### src/rtl/icache_burst_fetch_ctrl_pkg.sv
// Shared constants for the instruction-fetch burst controller: FSM state
// encodings, fixed AXI read-channel attributes and a small sizing helper.
package icache_fetch_pkg;

   // FSM state encodings, kept as plain constants for legacy tools
   localparam logic [1:0] ST_IDLE  = 2'd0;
   localparam logic [1:0] ST_ADDR  = 2'd1;
   localparam logic [1:0] ST_DATA  = 2'd2;
   localparam logic [1:0] ST_DRAIN = 2'd3;

   // Fixed AXI attributes of every fetch burst
   localparam logic [1:0] AXI_BURST_INCR = 2'b01;
   localparam logic [3:0] AXI_ARCACHE    = 4'd7;
   localparam logic [1:0] AXI_RESP_OKAY  = 2'b00;

   // AXI size code for a beat of data_w bits
   function automatic logic [2:0] axi_size(input int data_w);
      return 3'($clog2(data_w / 8));
   endfunction

endpackage

### src/rtl/icache_burst_fetch_ctrl_if.sv
// AXI read address/data channels between the fetch controller (master)
// and the instruction cache read port (slave).
interface icache_burst_fetch_ctrl_if #(
   parameter int ADDR_W = 32,
   parameter int DATA_W = 32
);
   logic [ADDR_W-1:0] araddr;
   logic              arvalid;
   logic              arready;
   logic [7:0]        arlen;
   logic [2:0]        arsize;
   logic [1:0]        arburst;
   logic [3:0]        arcache;
   logic              rvalid;
   logic              rready;
   logic [DATA_W-1:0] rdata;
   logic [1:0]        rresp;
   logic              rlast;

   modport master (
      output araddr, arvalid, arlen, arsize, arburst, arcache, rready,
      input  arready, rvalid, rdata, rresp, rlast
   );

   modport slave (
      input  araddr, arvalid, arlen, arsize, arburst, arcache, rready,
      output arready, rvalid, rdata, rresp, rlast
   );
endinterface

### src/rtl/icache_burst_fetch_ctrl_fifo.sv
// Synchronous instruction buffer with same-cycle flush and a free-entry
// count used by the controller to guarantee room before issuing a burst.
module fetch_fifo #(
   parameter int DEPTH = 8,
   parameter int WIDTH = 65
) (
   input  logic                       clk,
   input  logic                       rst_n,
   input  logic                       flush,
   input  logic                       push,
   input  logic [WIDTH-1:0]           wdata,
   input  logic                       pop,
   output logic [WIDTH-1:0]           rdata,
   output logic                       empty,
   output logic [$clog2(DEPTH):0]     free
);
   localparam int PTR_W = (DEPTH > 1) ? $clog2(DEPTH) : 1;
   localparam int CNT_W = $clog2(DEPTH) + 1;

   logic [WIDTH-1:0] mem [DEPTH];
   logic [PTR_W-1:0] wr_ptr, rd_ptr;
   logic [CNT_W-1:0] count;
   logic             do_push, do_pop;

   // Flush wins over both push and pop
   assign do_push = push && !flush;
   assign do_pop  = pop && !flush && (count != '0);

   assign empty = (count == '0);
   assign free  = CNT_W'(DEPTH) - count;
   assign rdata = mem[rd_ptr];

   // Pointer and occupancy bookkeeping
   always_ff @(posedge clk or negedge rst_n) begin
      // NOTE: sequential state uses non-blocking assignments so every flop samples pre-edge values.
      if (!rst_n) begin
         wr_ptr <= '0;
         rd_ptr <= '0;
         count  <= '0;
      end else if (flush) begin
         wr_ptr <= '0;
         rd_ptr <= '0;
         count  <= '0;
      end else begin
         if (do_push) wr_ptr <= (wr_ptr == PTR_W'(DEPTH - 1)) ? '0 : wr_ptr + 1'b1;
         if (do_pop)  rd_ptr <= (rd_ptr == PTR_W'(DEPTH - 1)) ? '0 : rd_ptr + 1'b1;
         case ({do_push, do_pop})
            2'b10:   count <= count + 1'b1;
            2'b01:   count <= count - 1'b1;
            default: count <= count;
         endcase
      end
   end

   // Entry storage write port
   always_ff @(posedge clk) begin
      // NOTE: storage is not reset; validity is carried entirely by count.
      if (do_push) mem[wr_ptr] <= wdata;
   end
endmodule

### src/rtl/icache_burst_fetch_ctrl.sv
// Instruction-fetch controller: issues block-aligned INCR bursts, buffers
// returned words with their PCs, and handles jump/ecall redirects by
// flushing the buffer and discarding stale beats.
module icache_burst_fetch_ctrl
   import icache_fetch_pkg::*;
#(
   parameter int                ADDR_W     = 32,
   parameter int                DATA_W     = 32,
   parameter int                BURST_LEN  = 4,
   parameter int                FIFO_DEPTH = 8,
   parameter logic [ADDR_W-1:0] RESET_PC   = '0,
   parameter logic [ADDR_W-1:0] TRAP_VEC   = 'd200
) (
   input  logic                 clk,
   input  logic                 rst_n,
   input  logic                 cache_rst_done,
   input  logic                 stop,
   input  logic                 j_accept,
   input  logic [ADDR_W-1:0]    j_addr,
   input  logic                 ecall,
   icache_burst_fetch_ctrl_if.master axi,
   output logic                 fetch_valid,
   input  logic                 fetch_ready,
   output logic [ADDR_W-1:0]    fetch_pc,
   output logic [DATA_W-1:0]    fetch_instr,
   output logic                 fetch_err
);
   localparam int BPB      = DATA_W / 8;
   localparam int WORD_LSB = $clog2(BPB);
   localparam int CNT_W    = $clog2(FIFO_DEPTH) + 1;

   typedef struct packed {
      logic [ADDR_W-1:0] pc;
      logic [DATA_W-1:0] instr;
      logic              err;
   } fetch_entry_t;

   logic [1:0]        state;
   logic [ADDR_W-1:0] pc_q, araddr_q, beat_pc;
   logic [7:0]        arlen_q, beats;
   logic [ADDR_W-1:0] word_off, target;
   logic              drop_q, redirect, can_issue, push, pop, empty;
   logic [CNT_W-1:0]  free;
   fetch_entry_t      wr_entry, rd_entry;

   // Redirect priority: jump over ecall
   assign redirect = j_accept || ecall;
   assign target   = j_accept ? j_addr : TRAP_VEC;

   // Beats left to the end of the current BURST_LEN-aligned block
   assign word_off  = (pc_q >> WORD_LSB) & ADDR_W'(BURST_LEN - 1);
   assign beats     = 8'(BURST_LEN) - 8'(word_off);
   assign can_issue = cache_rst_done && !stop && !redirect && (32'(free) >= 32'(beats));

   assign axi.araddr  = araddr_q;
   assign axi.arlen   = arlen_q;
   assign axi.arvalid = (state == ST_ADDR);
   assign axi.arsize  = axi_size(DATA_W);
   assign axi.arburst = AXI_BURST_INCR;
   assign axi.arcache = AXI_ARCACHE;
   assign axi.rready  = (state == ST_DATA) || (state == ST_DRAIN);

   assign push     = (state == ST_DATA) && axi.rvalid && !redirect;
   assign wr_entry = '{pc: beat_pc, instr: axi.rdata, err: (axi.rresp != AXI_RESP_OKAY)};

   assign fetch_valid = !empty && !stop;
   assign pop         = fetch_valid && fetch_ready;
   assign fetch_pc    = rd_entry.pc;
   assign fetch_instr = rd_entry.instr;
   assign fetch_err   = rd_entry.err;

   fetch_fifo #(
      .DEPTH (FIFO_DEPTH),
      .WIDTH ($bits(fetch_entry_t))
   ) u_fifo (
      .clk   (clk),
      .rst_n (rst_n),
      .flush (redirect),
      .push  (push),
      .wdata (wr_entry),
      .pop   (pop),
      .rdata (rd_entry),
      .empty (empty),
      .free  (free)
   );

   // Burst sequencing, fetch PC tracking and redirect handling
   always_ff @(posedge clk or negedge rst_n) begin
      if (!rst_n) begin
         state    <= ST_IDLE;
         pc_q     <= RESET_PC;
         araddr_q <= RESET_PC;
         arlen_q  <= '0;
         beat_pc  <= RESET_PC;
         drop_q   <= 1'b0;
      end else begin
         if (redirect) pc_q <= target;
         case (state)
            ST_IDLE: begin
               if (can_issue) begin
                  state    <= ST_ADDR;
                  araddr_q <= pc_q;
                  arlen_q  <= beats - 8'd1;
               end
            end
            ST_ADDR: begin
               // An issued AR cannot be withdrawn; remember it went stale
               if (redirect) drop_q <= 1'b1;
               if (axi.arready) begin
                  beat_pc <= araddr_q;
                  drop_q  <= 1'b0;
                  state   <= (drop_q || redirect) ? ST_DRAIN : ST_DATA;
               end
            end
            ST_DATA: begin
               if (redirect) begin
                  state <= (axi.rvalid && axi.rlast) ? ST_IDLE : ST_DRAIN;
               end else if (axi.rvalid) begin
                  beat_pc <= beat_pc + ADDR_W'(BPB);
                  if (axi.rlast) begin
                     state <= ST_IDLE;
                     pc_q  <= beat_pc + ADDR_W'(BPB);
                  end
               end
            end
            default: begin
               if (axi.rvalid && axi.rlast) state <= ST_IDLE;
            end
         endcase
      end
   end
endmodule

### src/flat_wrapper.sv
// flat-port wrapper written by rule: the top's interface ports become plain ports
module icache_burst_fetch_ctrl_flat import icache_fetch_pkg::*;
#(
   parameter int                ADDR_W     = 32,
   parameter int                DATA_W     = 32,
   parameter int                BURST_LEN  = 4,
   parameter int                FIFO_DEPTH = 8,
   parameter logic [ADDR_W-1:0] RESET_PC   = '0,
   parameter logic [ADDR_W-1:0] TRAP_VEC   = 'd200
)
  (clk, rst_n, cache_rst_done, stop, j_accept, j_addr, ecall, fetch_valid, fetch_ready, fetch_pc, fetch_instr, fetch_err, axi_araddr, axi_arvalid, axi_arlen, axi_arsize, axi_arburst, axi_arcache, axi_rready, axi_arready, axi_rvalid, axi_rdata, axi_rresp, axi_rlast);
  icache_burst_fetch_ctrl_if #(.ADDR_W(ADDR_W), .DATA_W(DATA_W)) axi_i ();
  input  logic clk;
  input  logic rst_n;
  input  logic cache_rst_done;
  input  logic stop;
  input  logic j_accept;
  input  logic [ADDR_W-1:0] j_addr;
  input  logic ecall;
  output logic fetch_valid;
  input  logic fetch_ready;
  output logic [ADDR_W-1:0] fetch_pc;
  output logic [DATA_W-1:0] fetch_instr;
  output logic fetch_err;
  output wire logic [$bits(axi_i.araddr)-1:0] axi_araddr;
  output wire logic [$bits(axi_i.arvalid)-1:0] axi_arvalid;
  output wire logic [$bits(axi_i.arlen)-1:0] axi_arlen;
  output wire logic [$bits(axi_i.arsize)-1:0] axi_arsize;
  output wire logic [$bits(axi_i.arburst)-1:0] axi_arburst;
  output wire logic [$bits(axi_i.arcache)-1:0] axi_arcache;
  output wire logic [$bits(axi_i.rready)-1:0] axi_rready;
  input wire logic [$bits(axi_i.arready)-1:0] axi_arready;
  input wire logic [$bits(axi_i.rvalid)-1:0] axi_rvalid;
  input wire logic [$bits(axi_i.rdata)-1:0] axi_rdata;
  input wire logic [$bits(axi_i.rresp)-1:0] axi_rresp;
  input wire logic [$bits(axi_i.rlast)-1:0] axi_rlast;
  assign axi_araddr = axi_i.araddr;
  assign axi_arvalid = axi_i.arvalid;
  assign axi_arlen = axi_i.arlen;
  assign axi_arsize = axi_i.arsize;
  assign axi_arburst = axi_i.arburst;
  assign axi_arcache = axi_i.arcache;
  assign axi_rready = axi_i.rready;
  assign axi_i.arready = axi_arready;
  assign axi_i.rvalid = axi_rvalid;
  assign axi_i.rdata = axi_rdata;
  assign axi_i.rresp = axi_rresp;
  assign axi_i.rlast = axi_rlast;
  icache_burst_fetch_ctrl #(.ADDR_W(ADDR_W), .DATA_W(DATA_W), .BURST_LEN(BURST_LEN), .FIFO_DEPTH(FIFO_DEPTH), .RESET_PC(RESET_PC), .TRAP_VEC(TRAP_VEC)) u_core (.clk(clk), .rst_n(rst_n), .cache_rst_done(cache_rst_done), .stop(stop), .j_accept(j_accept), .j_addr(j_addr), .ecall(ecall), .axi(axi_i), .fetch_valid(fetch_valid), .fetch_ready(fetch_ready), .fetch_pc(fetch_pc), .fetch_instr(fetch_instr), .fetch_err(fetch_err));
endmodule
### config.mk
export PLATFORM = sky130hd
export DESIGN_NAME = icache_burst_fetch_ctrl_flat
export DESIGN_NICKNAME = d
export VERILOG_FILES = /design/src/rtl/icache_burst_fetch_ctrl_pkg.sv /design/src/rtl/icache_burst_fetch_ctrl_if.sv /design/src/rtl/icache_burst_fetch_ctrl_fifo.sv /design/src/rtl/icache_burst_fetch_ctrl.sv /design/src/flat_wrapper.sv
export SDC_FILE = /design/constraint.sdc
export NUM_CORES = 1
export LEC_CHECK = 0
export ABC_AREA = 0
export BUFFER_PORTS_ARGS = -buffer_cell sky130_fd_sc_hd__buf_2
export CORE_MARGIN = 1
export CORE_UTILIZATION = 59
export DETAILED_ROUTE_END_ITERATION = 16
export GPL_ROUTABILITY_DRIVEN = 0
export GPL_TIMING_DRIVEN = 0
export PLACE_DENSITY = 0.86
export SYNTH_ARGS = -nofsm -noshare
export SYNTH_HDL_FRONTEND = slang
export SYNTH_HIERARCHICAL = 1
export SYNTH_SLANG_ARGS = --single-unit
### constraint.sdc
create_clock -name clk -period 15.5 [get_ports clk]
set_clock_uncertainty 0.2 [all_clocks]
set_input_delay 3.875 -clock clk [delete_from_list [all_inputs] [get_ports clk]]
set_output_delay 3.875 -clock clk [all_outputs]
set_load 0.02 [all_outputs]
; ---- Word-level counts from Yosys, hierarchy flattened
; Memory sizes are Yosys's and may differ from the RTL's.
; Cells that the tools add are included.
[op_classes]
addsub = 8
magnitude_cmp = 1
eq_ne = 13
mux = 31
reduce_logical = 31
[op_table]
columns = operator, n
row1 = $mux W32, 9
row2 = $pmux W32 S2, 1
row3 = $add A32 B3 Y32 const B, 1
row4 = $mux W3, 6
row5 = $mux W2, 7
row6 = $logic_and A1 B1 Y1, 11
row7 = $reduce_bool A2 Y1, 5
row8 = $ge A4 B8 Y1, 1
row9 = $pmux W4 S2, 1
row10 = $reduce_bool A4 Y1, 2
row11 = $sub A8 B1 Y8 const B, 1
row12 = $add A3 B1 Y3 const B, 2
row13 = $eq A2 B2 Y1 const B, 3
row14 = $eq A3 B3 Y1 const B, 2
row15 = $ne A3 B2 Y1 const B, 2
row16 = $pmux W2 S3, 1
row17 = $mux W1, 5
row18 = $reduce_and A5 Y1, 1
row19 = $add A4 B1 Y4 const B, 1
row20 = $eq A2 B1 Y1 const B, 2
row21 = $logic_not A4 Y1, 1
row22 = $mux W4, 1
row23 = $ne A2 B1 Y1 const B, 2
row24 = $ne A2 B2 Y1 const B, 2
row25 = other kinds (9), 14
[word_totals]
regBits = 117
ram_bits = 520
input_bits = 76
output_inout_bits = 117
elab_cells = 94
mem_count = 1
[memory_table]
columns = memory, depth, width, rd, rd_clocked_by_memory_dff, wr, line
row1 = u_core.u_fifo.mem, 8, 65, 1, 0, 1, icache_burst_fetch_ctrl_fifo.sv:20  ; logic [WIDTH-1:0] mem [DEPTH];

; ---- Depth between registers and ports, before layout
; Gate-level depths: netlist (run 1).
[depth]
depth_word = 9
mapped_depth = 13
mapped_depth_nobuf = 13

; ---- Cells and area by module
; Netlist (run 1), hierarchy kept.
[by_module_without_submodules]
columns = module, instances, cells_per_inst, area_per_inst_um2, seq_area_each_um2
row1 = fetch_fifo, 1, 830, 20205.6, 15865.2
row2 = icache_burst_fetch_ctrl, 1, 608, 5810.6, 2577.5

; ---- Least setup slack after synthesis (run 1)
; No wires, ideal clock.
[synth_timing]
path_type = input-to-reg
from = input ecall
to = memory u_core.u_fifo.mem[0][0], enable pin
setup_ns = 0.648
arrival_ns = 11.358
required_ns = 14.652
slack_ns = 3.294
cell_stages = 8
path_buffers = 4
cell_sequence = clkbuf_1 > nor2_1 > clkbuf_1 > clkbuf_1 > and3_1 > buf_2 > nand2b_1 > nor4_1
[synth_via]
elab_chain_cells = 6
[synth_lines]
columns = element, line
row1 = from (decl), flat_wrapper.sv:19  ; input logic ecall;
row2 = $logic_or A1 B1 Y1, icache_burst_fetch_ctrl.sv:47  ; assign redirect = j_accept || ecall;
row3 = $logic_not A1 Y1, icache_burst_fetch_ctrl.sv:63  ; assign push = (state == ST_DATA) && axi.rvalid && !redirect;
row4 = $logic_and A1 B1 Y1, icache_burst_fetch_ctrl.sv:63
row5 = via u_core.push, icache_burst_fetch_ctrl.sv:42  ; logic drop_q, redirect, can_issue, push, pop, empty;
row6 = $logic_and A1 B1 Y1, icache_burst_fetch_ctrl_fifo.sv:26  ; assign do_push = push && !flush;
row7 = $mux W1, icache_burst_fetch_ctrl_fifo.sv:58  ; if (do_push) mem[wr_ptr] <= wdata;
row8 = $mux W1 (implied by the code), icache_burst_fetch_ctrl_fifo.sv:58
row9 = to (decl), icache_burst_fetch_ctrl_fifo.sv:20
; The timed path passes the listed nets, and every way through them passes these cells.

; ---- Worst setup path in the final report (run 1)
[layout_timing]
from = input stop
to = output fetch_valid
[layout_via]
elab_chain_cells = 2
[layout_lines]
columns = element, line
row1 = from (decl), flat_wrapper.sv:16  ; input logic stop;
row2 = $logic_not A1 Y1, icache_burst_fetch_ctrl.sv:66  ; assign fetch_valid = !empty && !stop;
row3 = $logic_and A1 B1 Y1, icache_burst_fetch_ctrl.sv:66
row4 = to (decl), flat_wrapper.sv:20  ; output logic fetch_valid;
; Every way passes these cells.

==> metrics.md, run 1 <==
| Metric | Value |
|---|---|
| Status | `finished clean` |
| Most used cell, CP | `buf_2` |
| Power per cell area | `139 nW/um^2` |
| Async set-reset flop share out of synthesis | `0.179` |
| Die Ht | `212 um` |
| Final setup viols | `0` |
| Number of synthesized flops with an enable pin | `520` |
| First-pass GRT wire length | `93400 um` |
| Internal power | `approximately 3.0 mW` |
| Share of cells above drive strength 1 | `0.340` |
| Logic gate share of total power | `0.142` |
| Max Fclk | `0.120 GHz` |
| Maximum vdd ir drop | `0.000114 V` |
| Slew Viols, Final | `0` |
| Final min period | `8350 ps` |
| Crit path cell chain | `buf_2 -> nor2_1 -> buf_2` |
| Worst EP arrival | `about 4300 ps` |
| Vias/cell | `6.34` |
| CTS sink cnt | `approximately 630` |
| Max-cap viol count | `0` |
| Total power draw | `around 4.2 mW` |
| Routed len/inst | `26.6 um` |
| Die width | `212 um` |
| Final Hold Viols | `0` |
| Routed WL | `between 60000 and 70000 um` |
| Number of synthesized register bits | `about 630` |
| Std cell rows | `76` |
| Top FF cell, synth | `edfxtp_1` |
| Leak | `10.5 nW` |
| Yosys warnings | `6` |
| Initial antenna violation count | `2` |
| Vias in the first global route | `15161` |
| Cells after Synth | `1438` |
| Syn_area_per_cell | `18.1 um^2` |
| DR iter-0 viols | `1879` |
| Placed instance area | `28300 um^2` |
| H-Tree Depth | `2` |
| Required @ worst endpoint | `11430 ps` |
| Worst Path Class, Setup | `primary input to output port` |
| Vias | `14971` |
| CTS resizes | `0` |
| # Post-CTS Setup Buffers | `0` |
| Remaining Overflow, GRT | `0` |
| Largest net degree at the start of global routing | `68` |
| Clock root buffer | `clkbuf_16` |
| Cell family with most CP delay | `buffers and inverters` |
| Core footprint | `43300 um^2` |
| Final Cell Area | `30200 um^2` |
| Clock power share | `0.338` |
| Worst rel slew slack | `0.340` |
| Syn-to-layout area delta | `16.1%` |
| Worst Path Buf+Inv | `2` |
| Final core occ | `0.698` |
| GRT Total Usage | `0.287` |
| RSZ-0062 raised after global routing | `no` |
| Hold-fix buffers, CTS | `0` |
| Worst-path clk slew | `60 ps` |
| Mapped Area | `~26000 um^2` |
| Max incr delay on CP | `190 ps` |
| Clock latency on the worst-skew pair | `620 ps` |
| Setup crit start kind | `primary input` |
| Crit. End Element | `output port` |
| Sw Ratio | `0.281` |
| Sequential share of power | `0.520` |
| CTS tree | `built` |
| Count of unique library cells instantiated by Yosys | `71` |
| Initial core utilization | `0.601` |
| Nets | `1814` |
| Final ANT Viol Nets | `0` |
| Register area share after synthesis | `0.709` |
| CTS Buffer Depth | `3` |
| Slowest CP cell | `buf_2` |
| Die ar. | `~45000 um^2` |
| Worst-Margin Slew | `982 ps` |
| CTS Buf Count | `59` |
| TritonRoute pass-1 iters | `6` |
| Worst hold path class | `register to register` |
| Port buffer count | `180` |
| DRC errors left | `0` |
| Switch Pwr | `1.18 mW` |
| CP max FO | `2` |
| Tcrit/Tclk final | `0.539` |
| IO Count | `193` |
| Final HPWL DP | `roughly 40000 um` |
## sequential cells by signal, summed over array words and instances, names as in the netlist
register	count
u_core/u_fifo/count	4
u_core/u_fifo/rd_ptr	3
u_core/pc_q	32
u_core/u_fifo/mem	520
u_core/axi.araddr	32
u_core/u_fifo/wr_ptr	3
u_core/state	2
u_core/beat_pc	32
u_core/axi.arlen	4
u_core/drop_q	1
## layout by cell type (no fill, tap or decap), types with 5 or more instances in the layout
cell type,n
a211oi_1,5
a21o_1,7
a21oi_1,33
a22oi_1,11
and3_1,9
buf_12,9
buf_16,7
buf_2,210
buf_4,34
buf_6,14
clkbuf_1,60
clkbuf_16,59
clkbuf_8,7
clkinv_1,6
clkinv_2,6
clkinvlp_4,5
conb_1,10
dfrtp_1,113
edfxtp_1,520
ha_1,14
inv_1,17
mux2_1,11
mux2_2,84
mux2i_1,20
mux4_2,130
nand2_1,77
nand2b_1,5
nand3_1,26
nand4_1,9
nor2_1,40
nor2_4,6
nor3_1,22
nor4_2,7
o21ai_0,30
o221ai_1,8
o22ai_1,13
or3_1,6
xnor2_1,22
xor2_1,13
## final cells by class
class                      instances  area, um^2
sequential                       633       18400
fill                            2573       13100
inverter                          18        67.6
clock buffer                      87        1650
tap                              585         732
buffer                           100         551
antenna                            1        2.50
clock inverter                    25         274
timing repair buffer             217        1450
multi-input combinational        695        7040
## power groups by stage
| stage | Clock (mW) | Sequential (mW) | Combinational [mW] |
|---|---|---|---|
| CTS | 1.44 | 2.18 | 0.578 |
| global route | 1.50 | 2.20 | 0.633 |
| global placement | 0 | 2.20 | 0.546 |
| floorplan | 0 | 2.19 | 0.346 |
| detailed placement | 0 | 2.21 | 0.565 |
| finish | 1.42 | 2.19 | 0.596 |
## routing by layer
metal | track usage | vias up | wire length, um
met1 | 0.375 | 7588 | 23200
met5 | 0 | - | 13
met3 | 0.0474 | 153 | 5510
met2 | 0.493 | 956 | 32000
li1 | - | 6272 | -
met4 | 0.0970 | 2 | 2090
## per-stage QoR
step | hold WS (ps) | cells | TNS (ps) | worst slack, ps
final | 286 | 2361 | 0 | 7150
after global placement | 262 | 2211 | -362850 | -2920
after floorplan | 253 | 1446 | 0 | 3290
after CTS | 290 | 2360 | 0 | 7140
after detailed placement | 267 | 2248 | 0 | 7140
after global routing | 298 | 2361 | 0 | 7110
## logic make-up after synthesis
| logic type | Yosys count | synth area share |
|---|---|---|
| AOI/OAI and AO/OA | 144 | 0.0365 |
| xor gates and xnor gates | 35 | 0.0118 |
| adders and majority gates | 14 | 0.00673 |
| buffers and inverters | 118 | 0.0238 |
| DFF | 633 | 0.709 |
| muxes | 245 | 0.161 |
| other | 2 | 0.000289 |
| and+or+nand+nor | 247 | 0.0507 |
## cells in the mapped netlist, drive strengths merged (3+ instances only)
| cell | number | area, um^2 |
|---|---|---|
| ha | 14 | 175 |
| o22ai | 13 | 81.3 |
| nand4b | 3 | 26.3 |
| a22o | 4 | 35.0 |
| nand4 | 11 | 81.3 |
| xor2 | 13 | 114 |
| or2 | 3 | 18.8 |
| a41o | 3 | 30.0 |
| a211oi | 6 | 50.1 |
| a221oi | 4 | 35.0 |
| or3 | 6 | 37.5 |
| or3b | 3 | 28.8 |
| mux4 | 130 | 2930 |
| nand2b | 5 | 31.3 |
| o211ai | 3 | 22.5 |
| xnor2 | 22 | 193 |
| and2 | 4 | 25.0 |
| a221o | 3 | 30.0 |
| inv | 18 | 67.6 |
| a21oi | 34 | 174 |
| o21ai | 34 | 170 |
| nor3 | 24 | 130 |
| nor2 | 46 | 173 |
| a21o | 7 | 52.6 |
| and3 | 9 | 56.3 |
| nand3 | 26 | 130 |
| buf | 60 | 399 |
| nor2b | 3 | 18.8 |
| nand2 | 77 | 289 |
| clkbuf | 40 | 151 |
| mux2i | 20 | 200 |
| nor4b | 4 | 41.3 |
| a32oi | 4 | 35.0 |
| nor4 | 12 | 136 |
| edfxtp | 520 | 15600 |
| dfrtp | 113 | 2830 |
| mux2 | 95 | 1070 |
| o221ai | 8 | 70.1 |
| a22oi | 11 | 82.6 |
## path summary, 6_finish.rpt
check	startpoint	endpoint	slack, ps	cells past startpoint
max in group asynchronous	rst_n	u_core/axi.arlen[4]	11250	2
min in group asynchronous	rst_n	u_core/axi.araddr[18]	3090	1
worst min register to register	u_core/axi.arlen[3]	u_core/axi.arlen[3]	290	1
worst max register to register	u_core/state[0]	u_core/u_fifo/mem[4][18]	10820	12
worst min-delay path	u_core/axi.arlen[3]	u_core/axi.arlen[3]	290	1
worst max-delay path	stop	fetch_valid	7150	3
## worst register-to-register path, stage by stage, from the launching register on
cell	delay [ps]
dfrtp_1	430
inv_1	120
ha_1	210
clkbuf_1	380
clkbuf_1	530
and3_1	320
buf_2	240
nand2_1	270
nor4_2	810
buf_4	320
buf_4	210
buf_6	160
buf_4	200
Note: power is estimated with default switching activity, not from simulation.
==> run 2: changes to the inputs <==
Clock period 15.5 ns to 8 ns, I/O delays scaled along.
==> metrics.md, run 2 (same netlist as run 1, synthesis figures left out) <==
| Metric | Value |
|---|---|
| GRT Total Usage | `0.290` |
| Worst rel slew slack | `0.332` |
| TritonRoute pass-1 iters | `5` |
| CTS sink cnt | `633` |
| Share of cells above drive strength 1 | `0.343` |
| Reg2reg start | `u_core/state[0]` |
| Largest net degree at the start of global routing | `72` |
| FF-to-FF setup slack | `3580 ps` |
| Remaining Overflow, GRT | `0` |
| Syn-to-layout area delta | `16.8%` |
| H-Tree Depth | `2` |
| Slew Viols, Final | `0` |
| RSZ-0062 raised after global routing | `no` |
| IO Count | `193` |
| Die Ht | `212 um` |
| Ant diodes | `0` |
| Clock root buffer | `clkbuf_16` |
| Commonest non-fill, non-tap cells in the layout | `edfxtp_1, buf_2, mux4_2` |
| Final ANT Viol Nets | `0` |
| First-pass GRT wire length | `between 90000 and 100000 um` |
| Worst-path clk slew | `about 60 ps` |
| Hold Crit Start | `u_core/axi.arlen[0]` |
| Vias in the first global route | `about 15000` |
| Worst EP arrival | `5530 ps` |
| Required @ worst endpoint | `8130 ps` |
| Worst Hold Path EP | `u_core/axi.arlen[0]` |
| CP max FO | `11` |
| Power per cell area | `~270 nW/um^2` |
| Setup crit start kind | `primary input` |
| Post-route setup TNS | `0 ps` |
| Initial core utilization | `0.601` |
| Vias | `14998` |
| Vias/cell | `around 6.4` |
| Nets | `~1800` |
| CTS resizes | `0` |
| Die width | `approximately 210 um` |
| Final setup margin | `2590 ps` |
| Top reg by flops | `u_core/u_fifo/mem` |
| Core footprint | `43300 um^2` |
| CTS Buf Count | `59` |
| Final Hold Viols | `0` |
| Die ar. | `approximately 45000 um^2` |
| Crit path from | `ecall` |
| WHS Path Cells | `2` |
| # fillers | `between 2000 and 3000` |
| Max-cap viol count | `0` |
| Max Fclk | `0.185 GHz` |
| Final min period | `5410 ps` |
| Initial antenna violation count | `4` |
| CTS tree | `built` |
| Tcrit/Tclk final | `0.676` |
| Std cell rows | `76` |
| Status | `finished clean` |
| Clock latency on the worst-skew pair | `630 ps` |
| Crit. End Element | `register` |
| Max reg flops | `520` |
| Total power draw | `8.34 mW` |
| Capture point of the worst reg-to-reg path | `u_core/u_fifo/mem[4][0]` |
| Worst hold path class | `register to register` |
| Maximum vdd ir drop | `between 0.0002 and 0.00025 V` |
| Worst Path Class, Setup | `primary input to register` |
| Hold-fix buffers, CTS | `0` |
| CTS Buffer Depth | `3` |
| Port buffer count | `180` |
| DRC errors left | `0` |
| Leak | `about 11 nW` |
| Final setup viols | `0` |
| DR iter-0 viols | `roughly 1900` |
| Dpl ws | `2000 ps` |
| Reg2Reg Depth | `11` |
| Final HPWL DP | `40900 um` |
| Routed len/inst | `approximately 27 um` |
| Worst-Margin Slew | `between 1000 and 1500 ps` |
| # Post-CTS Setup Buffers | `0` |
| Routed WL | `63500 um` |
| Most common cell after layout, fill and taps aside | `edfxtp_1` |
## run 2: metrics by stage
step                hold WS [ps]  std cells  cell area [um^2]  utilization
global placement             264       2211             27700        0.640
finish                       284       2353             30400        0.702
floorplan                    253       1446             26100            -
detailed placement           272       2241             28300        0.655
global route                 307       2353             30400        0.702
CTS                          287       2353             30400        0.702
## run 2: power breakdown
| group | switching (mW) | leakage [nW] | internal, mW |
|---|---|---|---|
| logic | 0.745 | 3.46 | 0.401 |
| clock network | 1.24 | 1.00 | 1.71 |
| registers | 0.344 | 6.15 | 3.90 |
## run 2: area by class of cell
class                      count  area [um^2]  share of cell area
clock buffer                  74         1580              0.0521
buffer                       100          551              0.0181
clock inverter                38          473              0.0156
sequential                   633        18400               0.607
timing repair buffer         210         1480              0.0487
tap                          585          732              0.0241
inverter                      18         67.6             0.00222
multi-input combinational    695         7060               0.232
## run 2: metal layers
layer | global-route usage | part of all wire | up-vias
met3 | 0.0517 | 0.086 | 151
met4 | 0.0975 | 0.032 | 8
met5 | 0 | 0.00090 | -
met1 | 0.373 | 0.37 | 7631
met2 | 0.503 | 0.52 | 941
li1 | - | - | 6267
## run 2: critical path, stage by stage
cell,delay [ps]
clkbuf_1,230
nor2_1,220
clkbuf_1,400
clkbuf_1,490
and3_1,270
buf_2,230
nand2_1,270
nor4_4,710
buf_6,290
buf_8,190
buf_6,200
## run 2: worst max path at each step
| stage | slack, ps | cells after the start | endpoint |
|---|---|---|---|
| finish | 2590 | 11 | u_core/u_fifo/mem[4][0] |
| global route | 2460 | 11 | u_core/u_fifo/mem[4][63] |
| CTS | 2630 | 11 | u_core/u_fifo/mem[4][61] |
| detailed placement | 2000 | 11 | u_core/u_fifo/mem[4][18] |
| global placement | -3500 | 8 | u_core/u_fifo/mem[4][18] |
| floorplan | 420 | 8 | u_core/u_fifo/mem[0][0] |
==> run 3: changes to the inputs <==
Settings changed: CORE_UTILIZATION 59 to 54, PLACE_DENSITY 0.86 to 0.84.
Clock period 8 ns to 4.68 ns, I/O delays scaled along.
==> metrics.md, run 3 (same netlist as run 1, synthesis figures left out) <==
| Metric | Value |
|---|---|
| DRC errors left | `0` |
| Total power draw | `14.0 mW` |
| Post-route setup TNS | `0 ps` |
| First-pass GRT wire length | `a little over 90000 um` |
| Port buffer count | `180` |
| Worst EP arrival | `3030 ps` |
| CTS resizes | `0` |
| Worst-Margin Slew | `997 ps` |
| Routed len/inst | `25.3 um` |
| Max Fclk | `about 0.23 GHz` |
| Worst rel slew slack | `0.333` |
| Commonest non-fill, non-tap cells in the layout | `edfxtp_1, buf_2, mux4_2` |
| Worst Hold Path EP | `u_core/axi.arlen[3]` |
| Sw Ratio | `0.282` |
| Placed instance area | `28400 um^2` |
| CP max FO | `10` |
| Worst hold path class | `register to register` |
| Internal power | `10.0 mW` |
| Switch Pwr | `3.93 mW` |
| Worst Path Class, Setup | `register to output port` |
| Largest net degree at the start of global routing | `73` |
| Logic gate share of total power | `0.141` |
| Core footprint | `roughly 48000 um^2` |
| Hold Crit Start | `u_core/axi.arlen[3]` |
| Top reg by flops | `u_core/u_fifo/mem` |
| # Post-CTS Setup Buffers | `0` |
| CTS Buf Count | `60` |
| Worst-path clk slew | `60 ps` |
| Clock power share | `0.340` |
| Most common cell after layout, fill and taps aside | `edfxtp_1` |
| GRT Total Usage | `0.248` |
| Die width | `221 um` |
| Die Ht | `approximately 220 um` |
| Ant diodes | `0` |
| Nets | `1805` |
| Final setup viols | `0` |
| Slowest CP cell | `mux4_2` |
| Crit path cell chain | `clkbuf_1 -> buf_6 -> buf_6 -> mux4_2 -> mux2_2 -> buf_2` |
| CTS sink cnt | `633` |
| Final Cell Area | `30300 um^2` |
| Remaining Overflow, GRT | `0` |
| WHS | `283 ps` |
| CTS Buffer Depth | `3` |
| Crit. End Element | `output port` |
| TritonRoute pass-1 iters | `9` |
| Vias in the first global route | `roughly 15000` |
| IO Count | `about 190` |
| Share of cells above drive strength 1 | `0.343` |
| Reg2reg start | `u_core/state[0]` |
| Capture point of the worst reg-to-reg path | `u_core/u_fifo/mem[0][12]` |
| Slew Viols, Final | `0` |
| H-Tree Depth | `2` |
| Final ANT Viol Nets | `0` |
| Final HPWL DP | `39200 um` |
| Sequential share of power | `0.520` |
| Die ar. | `49100 um^2` |
| Maximum vdd ir drop | `0.000349 V` |
| FF-to-FF setup slack | `roughly 500 ps` |
| Initial core utilization | `0.546` |
| WHS Path Cells | `1` |
| Status | `finished clean` |
| Final min period | `about 4400 ps` |
| Max reg flops | `520` |
| Vias | `14754` |
| Setup crit start kind | `register` |
| Routed WL | `60300 um` |
| Max-cap viol count | `0` |
| DR iter-0 viols | `1578` |
| Required @ worst endpoint | `3310 ps` |
| RSZ-0062 raised after global routing | `no` |
| Syn-to-layout area delta | `16.4%` |
| Clock latency on the worst-skew pair | `630 ps` |
| Initial antenna violation count | `0` |
| CTS tree | `built` |
| Max incr delay on CP | `570 ps` |
| Reg2Reg Depth | `11` |
| Std cell rows | `80` |
| Leak | `approximately 11 nW` |
| Final Hold Viols | `0` |
| Vias/cell | `6.20` |
| Clock root buffer | `clkbuf_16` |
| Most used cell, CP | `buf_6` |
| Hold-fix buffers, CTS | `0` |
| Tcrit/Tclk final | `0.941` |
| Power per cell area | `460 nW/um^2` |
-- run 3: how the worst max path moves through the flow --
stage | startpoint | endpoint | slack, ps | depth (start not counted)
3_3_place_gp | j_accept | u_core/u_fifo/mem[0][22] | -2260 | 8
2_1_floorplan | j_accept | u_core/u_fifo/mem[0][0] | -180 | 8
6_report | u_core/u_fifo/rd_ptr[0] | fetch_pc[9] | 280 | 6
3_5_place_dp | j_accept | u_core/u_fifo/mem[3][21] | 480 | 8
4_1_cts | u_core/u_fifo/rd_ptr[0] | fetch_pc[9] | 230 | 6
5_1_grt | u_core/u_fifo/rd_ptr[0] | fetch_pc[9] | 180 | 6
-- run 3: final cells by class --
| type | count | area, um^2 |
|---|---|---|
| repair buffers | 207 | 1400 |
| clock buffers | 76 | 1610 |
| flip-flops and latches | 633 | 18400 |
| multi-input cells | 695 | 7090 |
| fillers | 3271 | 17400 |
| plain buffers | 100 | 608 |
| clock inverters | 36 | 312 |
| well taps | 615 | 769 |
| inverters | 18 | 67.6 |
-- run 3: critical path: cells and delay by family, from the launching register on --
kind,cells,cell delay (ps)
buffers and inverters,4,1120
flip-flops,1,360
multiplexers,2,910
-- run 3: power by group through the flow --
stage / Clock [mW] / Sequential, mW / Combinational (mW)
after floorplan: 0 / 7.24 / 1.15
after global placement: 0 / 7.28 / 1.82
after detailed placement: 0 / 7.34 / 1.89
after CTS: 4.79 / 7.23 / 1.91
after global routing: 5.02 / 7.29 / 2.09
final: 4.74 / 7.25 / 1.96
-- run 3: routing by layer --
| layer | track usage | wire, um | vias to the layer above |
|---|---|---|---|
| li1 | - | - | 6287 |
| met5 | 0 | 0 | - |
| met4 | 0.0701 | 1590 | 0 |
| met1 | 0.337 | 24300 | 7578 |
| met2 | 0.420 | 30200 | 751 |
| met3 | 0.0406 | 4240 | 138 |
-- run 3: metrics by stage --
stage,cells,setup WS [ps],util
after floorplan,1446,-179,-
after CTS,2380,228,0.636
after global routing,2380,185,0.636
after global placement,2241,-2260,0.584
final,2380,277,0.636
after detailed placement,2268,479,0.595
